`src/rtl/program_loader_if.sv`:
```
// Loader bus: RX byte stream in, IRAM/DRAM write ports and CPU run handshake out.
// The loader takes the slave view; the host/environment takes the master view.
interface program_loader_if #(
   parameter int IADDR_W = 8,
   parameter int DADDR_W = 16
);
   logic [7:0]         RX_DATA;
   logic               RX_VALID;
   logic               RX_READY;
   logic               IRAM_WE;
   logic [IADDR_W-1:0] IRAM_ADDR;
   logic [7:0]         IRAM_DATA;
   logic               DRAM_WE;
   logic [DADDR_W-1:0] DRAM_ADDR;
   logic [7:0]         DRAM_DATA;
   logic               START_PROCESSING_FLAG;
   logic               PROCESS_FINISHED;
   logic               LOAD_ERROR;
   logic               BUSY;

   modport slave (
      input  RX_DATA, RX_VALID, PROCESS_FINISHED,
      output RX_READY, IRAM_WE, IRAM_ADDR, IRAM_DATA, DRAM_WE, DRAM_ADDR, DRAM_DATA,
             START_PROCESSING_FLAG, LOAD_ERROR, BUSY
   );

   modport master (
      output RX_DATA, RX_VALID, PROCESS_FINISHED,
      input  RX_READY, IRAM_WE, IRAM_ADDR, IRAM_DATA, DRAM_WE, DRAM_ADDR, DRAM_DATA,
             START_PROCESSING_FLAG, LOAD_ERROR, BUSY
   );
endinterface

```
`src/rtl/program_loader.sv`:
```
// Frame parser that loads instruction/data RAM from a byte stream and
// hands control to the CPU on a GO command until it reports completion.
module program_loader #(
   parameter int IADDR_W = 8,
   parameter int DADDR_W = 16,
   parameter int TIMEOUT = 50000
) (
   input  logic            MAIN_CLOCK,
   input  logic            RESET,
   program_loader_if.slave bus
);

   typedef enum logic [2:0] {
      S_IDLE, S_LEN_H, S_LEN_L, S_ADR_H, S_ADR_L, S_PAYLOAD, S_CHK, S_RUN
   } state_t;

   // Counter only needs to hold TIMEOUT-1; the compare is skipped when TIMEOUT is 0.
   localparam int TW = (TIMEOUT > 1) ? $clog2(TIMEOUT) : 1;
   localparam logic [TW-1:0] TMAX = TW'((TIMEOUT > 0) ? TIMEOUT - 1 : 0);

   state_t        state_q, state_d;
   logic [15:0]   len_q, len_d;
   logic [15:0]   addr_q, addr_d;
   logic [7:0]    chk_q, chk_d;
   logic          isd_q, isd_d;
   logic          err_q, err_d;
   logic          iwe_q, iwe_d;
   logic          dwe_q, dwe_d;
   logic [15:0]   waddr_q, waddr_d;
   logic [7:0]    wdata_q, wdata_d;
   logic          start_q, start_d;
   logic [TW-1:0] tcnt_q, tcnt_d;

   logic       acc;
   logic       in_frame;
   logic [7:0] rx_byte;

   assign rx_byte  = bus.RX_DATA;
   assign acc      = bus.RX_VALID && (state_q != S_RUN);
   assign in_frame = (state_q != S_IDLE) && (state_q != S_RUN);

   always_ff @(posedge MAIN_CLOCK or posedge RESET) begin
      if (RESET) begin
         state_q <= S_IDLE;
         len_q   <= '0;
         addr_q  <= '0;
         chk_q   <= '0;
         isd_q   <= 1'b0;
         err_q   <= 1'b0;
         iwe_q   <= 1'b0;
         dwe_q   <= 1'b0;
         waddr_q <= '0;
         wdata_q <= '0;
         start_q <= 1'b0;
         tcnt_q  <= '0;
      end else begin
         state_q <= state_d;
         len_q   <= len_d;
         addr_q  <= addr_d;
         chk_q   <= chk_d;
         isd_q   <= isd_d;
         err_q   <= err_d;
         iwe_q   <= iwe_d;
         dwe_q   <= dwe_d;
         waddr_q <= waddr_d;
         wdata_q <= wdata_d;
         start_q <= start_d;
         tcnt_q  <= tcnt_d;
      end
   end

   always_comb begin
      state_d = state_q;
      len_d   = len_q;
      addr_d  = addr_q;
      chk_d   = chk_q;
      isd_d   = isd_q;
      err_d   = err_q;
      iwe_d   = 1'b0;
      dwe_d   = 1'b0;
      waddr_d = waddr_q;
      wdata_d = wdata_q;
      start_d = 1'b0;
      tcnt_d  = '0;

      case (state_q)
         S_IDLE: if (acc) begin
            err_d = 1'b0;
            chk_d = rx_byte;
            case (rx_byte)
               8'h49: begin isd_d = 1'b0; state_d = S_LEN_H; end
               8'h44: begin isd_d = 1'b1; state_d = S_LEN_H; end
               8'h47: begin start_d = 1'b1; state_d = S_RUN; end
               default: err_d = 1'b1;
            endcase
         end
         S_LEN_H: if (acc) begin
            len_d   = {rx_byte, 8'h00};
            chk_d   = chk_q ^ rx_byte;
            state_d = S_LEN_L;
         end
         S_LEN_L: if (acc) begin
            len_d   = {len_q[15:8], rx_byte};
            chk_d   = chk_q ^ rx_byte;
            state_d = S_ADR_H;
         end
         S_ADR_H: if (acc) begin
            addr_d  = {rx_byte, 8'h00};
            chk_d   = chk_q ^ rx_byte;
            state_d = S_ADR_L;
         end
         S_ADR_L: if (acc) begin
            addr_d  = {addr_q[15:8], rx_byte};
            chk_d   = chk_q ^ rx_byte;
            state_d = (len_q == 16'd0) ? S_CHK : S_PAYLOAD;
         end
         S_PAYLOAD: if (acc) begin
            iwe_d   = ~isd_q;
            dwe_d   = isd_q;
            waddr_d = addr_q;
            wdata_d = rx_byte;
            addr_d  = addr_q + 16'd1;
            len_d   = len_q - 16'd1;
            chk_d   = chk_q ^ rx_byte;
            if (len_q == 16'd1) state_d = S_CHK;
         end
         S_CHK: if (acc) begin
            if (rx_byte != chk_q) err_d = 1'b1;
            state_d = S_IDLE;
         end
         S_RUN: begin
            // START stays high through the cycle in which FINISHED is sampled.
            start_d = 1'b1;
            if (bus.PROCESS_FINISHED) begin
               start_d = 1'b0;
               state_d = S_IDLE;
            end
         end
         default: state_d = S_IDLE;
      endcase

      if (in_frame && !acc) begin
         tcnt_d = tcnt_q + 1'b1;
         if ((TIMEOUT != 0) && (tcnt_q == TMAX)) begin
            err_d   = 1'b1;
            state_d = S_IDLE;
            tcnt_d  = '0;
         end
      end
   end

   assign bus.RX_READY              = ~RESET && (state_q != S_RUN);
   assign bus.IRAM_WE               = iwe_q;
   assign bus.IRAM_ADDR             = waddr_q[IADDR_W-1:0];
   assign bus.IRAM_DATA             = wdata_q;
   assign bus.DRAM_WE               = dwe_q;
   assign bus.DRAM_ADDR             = waddr_q[DADDR_W-1:0];
   assign bus.DRAM_DATA             = wdata_q;
   assign bus.START_PROCESSING_FLAG = start_q;
   assign bus.LOAD_ERROR            = err_q;
   assign bus.BUSY                  = (state_q != S_IDLE);

endmodule

```
`src/flat_wrapper.sv`:
```
// flat-port wrapper written by rule: the top's interface ports become plain ports
module program_loader_flat 
#(
   parameter int IADDR_W = 8,
   parameter int DADDR_W = 16,
   parameter int TIMEOUT = 50000
)
  (MAIN_CLOCK, RESET, bus_RX_DATA, bus_RX_VALID, bus_PROCESS_FINISHED, bus_RX_READY, bus_IRAM_WE, bus_IRAM_ADDR, bus_IRAM_DATA, bus_DRAM_WE, bus_DRAM_ADDR, bus_DRAM_DATA, bus_START_PROCESSING_FLAG, bus_LOAD_ERROR, bus_BUSY);
  program_loader_if #(.IADDR_W(IADDR_W), .DADDR_W(DADDR_W)) bus_i ();
  input  logic MAIN_CLOCK;
  input  logic RESET;
  input wire logic [$bits(bus_i.RX_DATA)-1:0] bus_RX_DATA;
  input wire logic [$bits(bus_i.RX_VALID)-1:0] bus_RX_VALID;
  input wire logic [$bits(bus_i.PROCESS_FINISHED)-1:0] bus_PROCESS_FINISHED;
  output wire logic [$bits(bus_i.RX_READY)-1:0] bus_RX_READY;
  output wire logic [$bits(bus_i.IRAM_WE)-1:0] bus_IRAM_WE;
  output wire logic [$bits(bus_i.IRAM_ADDR)-1:0] bus_IRAM_ADDR;
  output wire logic [$bits(bus_i.IRAM_DATA)-1:0] bus_IRAM_DATA;
  output wire logic [$bits(bus_i.DRAM_WE)-1:0] bus_DRAM_WE;
  output wire logic [$bits(bus_i.DRAM_ADDR)-1:0] bus_DRAM_ADDR;
  output wire logic [$bits(bus_i.DRAM_DATA)-1:0] bus_DRAM_DATA;
  output wire logic [$bits(bus_i.START_PROCESSING_FLAG)-1:0] bus_START_PROCESSING_FLAG;
  output wire logic [$bits(bus_i.LOAD_ERROR)-1:0] bus_LOAD_ERROR;
  output wire logic [$bits(bus_i.BUSY)-1:0] bus_BUSY;
  assign bus_i.RX_DATA = bus_RX_DATA;
  assign bus_i.RX_VALID = bus_RX_VALID;
  assign bus_i.PROCESS_FINISHED = bus_PROCESS_FINISHED;
  assign bus_RX_READY = bus_i.RX_READY;
  assign bus_IRAM_WE = bus_i.IRAM_WE;
  assign bus_IRAM_ADDR = bus_i.IRAM_ADDR;
  assign bus_IRAM_DATA = bus_i.IRAM_DATA;
  assign bus_DRAM_WE = bus_i.DRAM_WE;
  assign bus_DRAM_ADDR = bus_i.DRAM_ADDR;
  assign bus_DRAM_DATA = bus_i.DRAM_DATA;
  assign bus_START_PROCESSING_FLAG = bus_i.START_PROCESSING_FLAG;
  assign bus_LOAD_ERROR = bus_i.LOAD_ERROR;
  assign bus_BUSY = bus_i.BUSY;
  program_loader #(.IADDR_W(IADDR_W), .DADDR_W(DADDR_W), .TIMEOUT(TIMEOUT)) u_core (.MAIN_CLOCK(MAIN_CLOCK), .RESET(RESET), .bus(bus_i));
endmodule
```
`config.mk`:
```
export PLATFORM = sky130hd
export DESIGN_NAME = program_loader_flat
export DESIGN_NICKNAME = d
export VERILOG_FILES = /design/src/rtl/program_loader_if.sv /design/src/rtl/program_loader.sv /design/src/flat_wrapper.sv
export SDC_FILE = /design/constraint.sdc
export NUM_CORES = 1
export LEC_CHECK = 0
export BUFFER_PORTS_ARGS = -buffer_cell sky130_fd_sc_hd__buf_4
export CORE_UTILIZATION = 45
export DETAILED_ROUTE_END_ITERATION = 10
export PLACE_DENSITY_LB_ADDON = 0.08
export SYNTH_ARGS = -nofsm -noshare
export SYNTH_HDL_FRONTEND = slang
export SYNTH_SLANG_ARGS = --single-unit
```
`constraint.sdc`:
```
create_clock -name MAIN_CLOCK -period 8.6 [get_ports MAIN_CLOCK]
set_input_delay 1.72 -clock MAIN_CLOCK [delete_from_list [all_inputs] [get_ports MAIN_CLOCK]]
set_output_delay 1.72 -clock MAIN_CLOCK [all_outputs]
set_load 0.005 [all_outputs]
```
After elaboration in Yosys (flattened, before gate mapping)
Cells that the tools add are included.
{ "totals": {"regBits": 88, "latchBits": 0, "ramBits": 0, "romBits": 0, "input_bits": 12, "elab_cells": 108, "mem_count": 0} }
{ "classes": {"add_sub_neg": 3, "n_mul": 0, "n_div": 0, "order_cmp": 0, "n_eq_ne": 21, "shift": 0, "mux": 41, "bitwise": 5, "n_reduce_logical": 24} }
{ "ops": {"columns": ["cell", "n"], "rows": [
  ["$pmux W16 S3", 2],
  ["$mux W16", 5],
  ["$mux W3", 11],
  ["$add A16 B1 Y16 const B", 2],
  ["$eq A8 B7 Y1 const B", 3],
  ["$mux W8", 3],
  ["$pmux W3 S8", 1],
  ["$eq A16 B1 Y1 const B", 1],
  ["$eq A16 B16 Y1 const B", 1],
  ["$logic_not A16 Y1", 1],
  ["$pmux W8 S2", 1],
  ["$reduce_and A4 Y1", 4],
  ["$sub A16 B1 Y16 const B", 1],
  ["$ne A2 B1 Y1 const B", 7],
  ["$mux W1", 13],
  ["$eq A3 B3 Y1 const B", 4],
  ["$reduce_bool A3 Y1", 3],
  ["$ne A8 B8 Y1", 1],
  ["$reduce_bool A2 Y1", 4],
  ["$xor A8 B8 Y8", 1],
  ["$eq A3 B2 Y1 const B", 2],
  ["$pmux W1 S2", 3],
  ["$pmux W3 S2", 1],
  ["$reduce_and A3 Y1", 2],
  ["other kinds (11)", 17]
]} }

Logic depth before layout (Yosys ltp)
Gate-level depths: netlist of the first run.
{ "logic_depth": {"word_depth": 7, "mapped_depth": 8} }

Worst setup path before layout of the first run
No wires, ideal clock.
{ "synth_path": {"path_type": "input to output", "start": "in RESET", "end": "out bus_RX_READY", "t_arrival_ns": 1.826, "t_required_ns": 6.880, "setup_slack_ns": 5.054, "path_stages": 1, "path_buffers": 0, "cell_sequence": "nor2_1"} }
{ "synth_via": {"elab_chain_cells": 2} }
{ "synth_lines": {"columns": ["item", "line", "source"], "rows": [
  ["start, declared", "flat_wrapper.sv:11", "input logic RESET;"],
  ["$not A1 Y1", "program_loader.sv:152", "assign bus.RX_READY = ~RESET && (state_q != S_RUN);"],
  ["$logic_and A1 B1 Y1", "program_loader.sv:152", null],
  ["end, declared", "flat_wrapper.sv:15", "output wire logic [$bits(bus_i.RX_READY)-1:0] bus_RX_READY;"]
]} }
Every way passes these cells.

Worst setup path in the final report of the first run
Ends and elaborated chain as after synthesis.

==> flow_summary_export.csv, run 1 <==
group,metric,value,unit
cells_and_area,final-seq-area,2200,sq um
setup_path,critical_path.startpoint_type,"input port",
timing,final_period_minus_worst_setup_slack,3.76,ns
global_routing,grt_start_max_net_pins,54,
global_routing,grt_first_pass_wirelength,19300,um
timing,hold_violations,0,
cells_and_area,filler_cell_count,976,
setup_path,critical_path.slowest_cell,"sky130_fd_sc_hd__buf_4",
timing,worst_slew_pin_tran,1.16,ns
timing,clock.fmax,266,MHz
logic_synthesis,postSynthNetCount,550,
setup_path,critPathCaptureType,"primary output",
power_and_ir_drop,pwr_density_cell,329,nW/um^2
timing,skew,0.0141,ns
cells_and_area,finish.net_count,571,
setup_path,worst-endpoint-arrival,2.04,ns
timing,timing_max_transition_violations_final,0,
detailed_routing,detailed_route_via_count,3979,
clock_network,htree_num_levels,3,
logic_synthesis,mappedNetlistArea,4860,sq um
global_routing,number_of_global_route_vias_before_repair,3705,
detailed_routing,drtIter0Drc,249,
setup_path,cp.required,6.88,ns
die,die_area,11200,sq um
logic_synthesis,postSynthRegisterBits,88,
setup_path,cell_seen_most_often_among_critical_path_stages,"sky130_fd_sc_hd__buf_4",
setup_path,critical_path.top_delay_family,"buffers and inverters",
cells_and_area,multi_input_comb_area,2350,sq um
clock_network,ctsLongestPathBuffers,2,
logic_synthesis,synth-seq-area-share,0.453,
cells_and_area,diodes,0,
clock_network,clock_tree.root_cell,"sky130_fd_sc_hd__clkbuf_8",
logic_synthesis,yosys.cell_types.count,57,
clock_network,clk_pin_slew_worst_paths,0.08,ns
logic_synthesis,synth.top_cells.by_area,"sky130_fd_sc_hd__dfrtp_1 (45%), sky130_fd_sc_hd__o21ai_0 (5.8%), sky130_fd_sc_hd__mux2_2 (4.9%)",
die,die_width,106,um
detailed_routing,initial_drt_pass_iterations,5,
setup_path,series_of_cell_instances_along_the_critical_path,"buf_4 > nor2_1 > buf_4",
clock_network,cts_resized,0,
power_and_ir_drop,power.total,1810,uW
placement,hpwlAfterDp,7950,um
cells_and_area,layout-drive-gt1-share,0.192,
logic_synthesis,post_synthesis_area_per_instance,9.11,sq um
detailed_routing,final_antenna_net_count,0,
setup_path,path_class,"input port to primary output",
die,floorplan.initialDensity,0.466,
min_path,min-delay-path-class,"flop to flop",
setup_path,critical_path.n_buffers_inverters,2,
setup_path,reg2regPathDepth,4,
timing,period_share,0.437,
global_routing,grt_overflow,0,
cells_and_area,area_delta_synth_final,13.0,%
logic_synthesis,yosys_warning_count,0,
clock_network,cts_tree,"built",
die,floorplan.rows,37,
clock_network,post_cts_buffers,0,
detailed_routing,routed_wirelength,11600,um
timing,setup_viol_count_final,0,
global_routing,grt_util_all_layers,0.222,
power_and_ir_drop,power.leakage,0.00240,uW
min_path,hold_start,"u_core.bus.DRAM_ADDR[11]",
timing,rsz_0062_raised_after_global_routing,"no",
clock_network,insertion_delay,0.36,ns
setup_path,critical_path.max_stage_delay,0.12,ns
die,fp.coreArea,10400,sq um
logic_synthesis,syn-instance-count,533,
logic_synthesis,synth_edf_count,0,
clock_network,cts_hold_repair.buffers,0,
placement,globalplace.congestion,0.857,
detailed_routing,drt-vias-per-instance,5.73,
logic_synthesis,synthFlopType,"sky130_fd_sc_hd__dfrtp_1",
setup_path,reg2reg_to,"u_core.bus.DRAM_ADDR[5]",
die,floorplan.die.height,106,um
min_path,min_delay_worst_endpoint,"u_core.bus.DRAM_ADDR[11]",
timing,maxSlewHeadroom,0.225,
detailed_routing,post_drt_wl_per_cell,16.7,um
global_routing,number_of_antenna_violations_at_the_first_check_in_global_routing,0,
cells_and_area,layout.core_utilization,0.527,
setup_path,regToRegSetupSlack,5.24,ns
min_path,min_delay_path_depth,2,
logic_synthesis,synth_top_cell_area_share,0.453,
placement,port_buffers,57,
timing,fin_hold_ws,0.498,ns
logic_synthesis,postSynth.asyncResetShare,1.00,
logic_synthesis,synth_largest_area_cell,"sky130_fd_sc_hd__dfrtp_1",
run_status,status,"complete, no violations",
setup_path,worstReg2RegStart,"u_core.state_q[2]",
timing,setup_tns,0,ns
power_and_ir_drop,worst_ir_drop_vdd,0.154,mV
setup_path,crit_path_max_fanout,2,
clock_network,cts_made_buffers,9,
detailed_routing,drc_errors,0,
clock_network,clock_sink_count,88,
die,io_pins,58,
job,number_of_maximum_capacitance_constraint_violations,0,
==> cell families (layout without fill, tap and decap cells) <==
kind of cell,after synthesis,count (layout),share of synthesized area
adder cells (fa/ha/maj),5,5,0.0129
flip-flops,88,88,0.453
multiplexers,25,25,0.0569
buffers and inverters,64,89,0.0626
AO/OA/AOI/OAI,133,133,0.165
AND/OR/NAND/NOR,188,188,0.195
XOR/XNOR,30,30,0.0541
==> worst max path at each step <==
stage / start / cells past startpoint / end
6_report: RESET / 3 / bus_RX_READY
5_1_grt: RESET / 3 / bus_RX_READY
4_1_cts: RESET / 3 / bus_RX_READY
3_5_place_dp: RESET / 3 / bus_RX_READY
3_3_place_gp: RESET / 3 / bus_RX_READY
2_1_floorplan: RESET / 1 / u_core.addr_q[0]
==> where the power goes <==
group	total (uW)	internal, uW	switching, uW
clock	380	229	151
sequential	726	564	162
combinational	699	330	369
total	1810	1120	683
==> routing by layer <==
layer,track usage,routed length (um)
met5,0,0
met4,0.0992,371
met3,0.0359,498
met1,0.305,5300
met2,0.346,5410
==> flip-flops by register name, summed over array words and instances (netlist names) <==
name	cells
u_core.addr_q	16
u_core.bus.DRAM_ADDR	16
u_core.len_q	16
u_core.tcnt_q	16
u_core.bus.DRAM_DATA	8
u_core.chk_q	8
u_core.state_q	3
u_core.bus.DRAM_WE	1
u_core.bus.IRAM_WE	1
u_core.bus.LOAD_ERROR	1
u_core.bus.START_PROCESSING_FLAG	1
u_core.isd_q	1
==> stage by stage <==
step,area (sq um),cells,worst slack (ns)
after floorplan,4860,533,4.60
after global placement,5220,679,4.84
final,5490,694,4.84
after detailed placement,5220,679,4.84
after global routing,5490,694,4.82
after CTS,5490,694,4.84
==> worst reg2reg max path: stages (launching register included) <==
cell and delay [ns]:
sky130_fd_sc_hd__dfrtp_1 0.66, sky130_fd_sc_hd__nand2b_1 0.37, sky130_fd_sc_hd__nor2_2 0.75, sky130_fd_sc_hd__nand2_1 0.91, sky130_fd_sc_hd__mux2_2 0.56
==> synth_stat cells (all sizes together) (5+ instances only) <==
| master | number |
|---|---|
| dfrtp | 88 |
| nor2 | 61 |
| o21ai | 58 |
| nand2 | 41 |
| a21oi | 31 |
| clkbuf | 29 |
| mux2 | 21 |
| nand3 | 21 |
| xor2 | 21 |
| buf | 20 |
| inv | 15 |
| nor3 | 12 |
| a32oi | 9 |
| xnor2 | 9 |
| a31oi | 8 |
| and3 | 7 |
| nor4 | 7 |
| or3 | 7 |
| a22oi | 6 |
| ha | 5 |
| nand4 | 5 |
==> cells in the final DEF, fill, tap and decap left out, types with 2 or more instances in the layout <==
cell type / n
sky130_fd_sc_hd__nor3_1: 12
sky130_fd_sc_hd__inv_1: 14
sky130_fd_sc_hd__nor4b_1: 3
sky130_fd_sc_hd__nand2b_1: 2
sky130_fd_sc_hd__nor3b_1: 3
sky130_fd_sc_hd__nor4_1: 6
sky130_fd_sc_hd__a31oi_1: 8
sky130_fd_sc_hd__a22oi_1: 6
sky130_fd_sc_hd__mux2_2: 21
sky130_fd_sc_hd__xor2_1: 21
sky130_fd_sc_hd__and3_1: 7
sky130_fd_sc_hd__o21ai_1: 2
sky130_fd_sc_hd__o22ai_1: 3
sky130_fd_sc_hd__ha_1: 5
sky130_fd_sc_hd__nand3_1: 21
sky130_fd_sc_hd__a21oi_1: 31
sky130_fd_sc_hd__o22a_1: 3
sky130_fd_sc_hd__nand3b_1: 2
sky130_fd_sc_hd__o31a_1: 2
sky130_fd_sc_hd__nand2_1: 40
sky130_fd_sc_hd__bufinv_16: 4
sky130_fd_sc_hd__a32oi_1: 9
sky130_fd_sc_hd__and2_1: 4
sky130_fd_sc_hd__nor2_1: 60
sky130_fd_sc_hd__dfrtp_1: 88
sky130_fd_sc_hd__or3_1: 7
sky130_fd_sc_hd__clkbuf_8: 10
sky130_fd_sc_hd__buf_4: 59
sky130_fd_sc_hd__or2_2: 2
sky130_fd_sc_hd__a22o_1: 2
sky130_fd_sc_hd__o21ai_0: 56
sky130_fd_sc_hd__nand4_1: 5
sky130_fd_sc_hd__xnor2_1: 9
sky130_fd_sc_hd__mux2i_1: 4
sky130_fd_sc_hd__nor2b_1: 4
==> layout make-up <==
class / count / share of cell area
Clock inverter: 5 / 0.0235
Sequential cell: 88 / 0.401
Multi-Input combinational cell: 381 / 0.428
Clock buffer: 10 / 0.0251
Tap cell: 136 / 0.0310
Inverter: 15 / 0.0105
Timing Repair Buffer: 59 / 0.0807
Power figures use the tool's default switching activity.
==> run 2, diff against run 1 <==
Settings changed: ABC_AREA from default to 1.
Clock period 8.6 ns to 3.7 ns, I/O delays scaled along.
==> flow_summary_export.csv, run 2 <==
group,metric,value,unit
run_status,status,"complete, no violations",
clock_network,cts_made_buffers,9,
setup_path,cp.required,3.99,ns
cells_and_area,final_cell_mix,"sky130_fd_sc_hd__nand2_1 (154), sky130_fd_sc_hd__dfrtp_1 (88), sky130_fd_sc_hd__inv_1 (84)",
timing,rsz_0062_raised_after_global_routing,"no",
min_path,min-delay-path-class,"flop to flop",
detailed_routing,post_drt_wl_per_cell,14.4,um
clock_network,clock_tree.root_cell,"sky130_fd_sc_hd__clkbuf_8",
timing,finalWorstSetupSlack,1.45,ns
cells_and_area,layout-drive-gt1-share,0.120,
setup_path,critical_path.startpoint_type,"flop",
cells_and_area,final-seq-area,2200,sq um
job,number_of_maximum_capacitance_constraint_violations,0,
power_and_ir_drop,pwr_density_cell,736,nW/um^2
clock_network,cts_hold_repair.buffers,0,
cells_and_area,diodes,0,
cells_and_area,layout_commonest_cell,"sky130_fd_sc_hd__nand2_1",
clock_network,htree_num_levels,3,
die,fp.coreArea,10900,sq um
logic_synthesis,syn-instance-count,690,
logic_synthesis,synth_edf_count,0,
detailed_routing,final_antenna_net_count,0,
detailed_routing,routed_wirelength,12600,um
setup_path,path_class,"flop to flop",
global_routing,grt_overflow,0,
logic_synthesis,postSynthNetCount,707,
power_and_ir_drop,power_switching,1750,uW
global_routing,number_of_antenna_violations_at_the_first_check_in_global_routing,0,
timing,timing_max_transition_violations_final,0,
placement,hpwlAfterDp,9300,um
power_and_ir_drop,power.sequential.fraction,0.389,
detailed_routing,drc_errors,0,
die,floorplan.die.height,108,um
die,floorplan.initialDensity,0.464,
timing,setup_tns,0,ns
clock_network,cts_tree,"built",
global_routing,number_of_global_route_vias_before_repair,4261,
clock_network,clock_sink_count,88,
timing,hold_violations,0,
power_and_ir_drop,power.leakage,0.00276,uW
die,die_width,108,um
logic_synthesis,postSynthRegisterBits,88,
detailed_routing,drt-vias-per-instance,5.33,
timing,fin_hold_ws,0.438,ns
placement,globalplace.congestion,0.946,
clock_network,cts_resized,0,
global_routing,grt_first_pass_wirelength,21100,um
cells_and_area,area_delta_synth_final,13.2,%
cells_and_area,filler_cell_count,1096,
timing,skew,0.0177,ns
logic_synthesis,yosys_warning_count,0,
logic_synthesis,yosys.cell_count.top_type,"sky130_fd_sc_hd__nand2_1",
logic_synthesis,yosys.cell_types.count,31,
timing,clock.fmax,444,MHz
setup_path,crit_path_max_fanout,25,
timing,period_share,0.609,
logic_synthesis,synthFlopType,"sky130_fd_sc_hd__dfrtp_1",
detailed_routing,drtIter0Drc,372,
logic_synthesis,mappedNetlistArea,5060,sq um
clock_network,post_cts_buffers,0,
global_routing,grt_start_max_net_pins,55,
timing,maxSlewHeadroom,0.336,
die,floorplan.rows,38,
logic_synthesis,synth_top_cell_area_share,0.436,
power_and_ir_drop,intPower,2470,uW
detailed_routing,detailed_route_via_count,4652,
logic_synthesis,postSynth.asyncResetShare,1.00,
power_and_ir_drop,power.combinational.fraction,0.429,
logic_synthesis,synth-seq-area-share,0.436,
logic_synthesis,synth.top_cells.by_area,"sky130_fd_sc_hd__dfrtp_1 (44%), sky130_fd_sc_hd__nand2_1 (11%), sky130_fd_sc_hd__inv_1 (6.3%)",
power_and_ir_drop,pwr-share-clk,0.182,
power_and_ir_drop,worst_ir_drop_vdd,0.295,mV
power_and_ir_drop,p_sw_frac,0.414,
clock_network,clk_pin_slew_worst_paths,0.10,ns
timing,setup_viol_count_final,0,
logic_synthesis,synth_largest_area_cell,"sky130_fd_sc_hd__dfrtp_1",
detailed_routing,initial_drt_pass_iterations,5,
clock_network,ctsLongestPathBuffers,2,
placement,pre_cts_ws,1.43,ns
cells_and_area,multi_input_comb_area,2310,sq um
setup_path,worst-endpoint-arrival,2.55,ns
die,io_pins,58,
timing,final_period_minus_worst_setup_slack,2.25,ns
clock_network,insertion_delay,0.37,ns
timing,worst_slew_pin_tran,0.989,ns
cells_and_area,finish.net_count,744,
placement,port_buffers,57,
global_routing,grt_util_all_layers,0.233,
die,die_area,11700,sq um
setup_path,critPathCaptureType,"flop",
logic_synthesis,post_synthesis_area_per_instance,7.33,sq um
logic_synthesis,netlist_top_cells_count,"sky130_fd_sc_hd__nand2_1 (154), sky130_fd_sc_hd__dfrtp_1 (88), sky130_fd_sc_hd__inv_1 (85)",
-- run 2: final timing paths --
kind                              startpoint                 endpoint  slack (ns)  cells after the start
max                        u_core.state_q[2]         u_core.len_q[12]        1.45                     10
min                             u_core.isd_q       u_core.bus.IRAM_WE        0.44                      1
max reg2reg                u_core.state_q[2]         u_core.len_q[12]        1.45                     10
min reg2reg                     u_core.isd_q       u_core.bus.IRAM_WE        0.44                      1
max in group asynchronous              RESET  u_core.bus.DRAM_DATA[6]        2.17                      4
min in group asynchronous              RESET        u_core.tcnt_q[13]        0.48                      3
-- run 2: cell families (layout without fill, tap and decap cells) --
family          count (synthesis)  after routing  share of synthesized area
xor+xnor                       21             21                     0.0364
fa+ha+maj                       5              5                     0.0124
compound gates                127            127                      0.138
simple gates                  323            323                      0.271
flops                          88             88                      0.436
buf+inv                       126            168                      0.107
-- run 2: layer usage --
metal,vias up,global-route usage,wire length (um)
li1,2303,-,-
met1,2167,0.344,6150
met2,162,0.341,5530
met3,20,0.0446,675
met4,0,0.0734,221
met5,-,0,0
-- run 2: cell type report --
class,count,share of cell area
Tap cell,140,0.0306
Clock inverter,6,0.0160
Inverter,90,0.0592
Sequential cell,88,0.385
Clock buffer,10,0.0240
Timing Repair Buffer,62,0.0813
Multi-Input combinational cell,476,0.404
-- run 2: through the flow --
stage                      util  cell area [sq um]  power (uW)  instances
after floorplan               -               5060        2880        690
after global placement    0.505               5490        3420        856
after detailed placement  0.505               5490        3460        856
after CTS                 0.526               5720        4240        872
after global routing      0.526               5720        4610        872
final                     0.526               5720        4210        872
-- run 2: power groups by stage --
stage	combinational [uW]	sequential, uW	clock [uW]
2_1_floorplan	1290	1590	0
3_3_place_gp	1780	1640	0
3_5_place_dp	1810	1650	0
4_1_cts	1810	1640	791
5_1_grt	2080	1690	834
6_report	1810	1640	768
-- run 2: worst max-delay path: stages (launching register included) --
cell and delay [ns]:
sky130_fd_sc_hd__dfrtp_1 0.46, sky130_fd_sc_hd__inv_2 0.11, sky130_fd_sc_hd__nor2_1 0.04, sky130_fd_sc_hd__inv_1 0.28
sky130_fd_sc_hd__nor2_2 0.06, sky130_fd_sc_hd__buf_4 0.24, sky130_fd_sc_hd__inv_2 0.25, sky130_fd_sc_hd__nand2_1 0.20
sky130_fd_sc_hd__o21ai_0 0.30, sky130_fd_sc_hd__inv_1 0.07, sky130_fd_sc_hd__a21boi_0 0.16
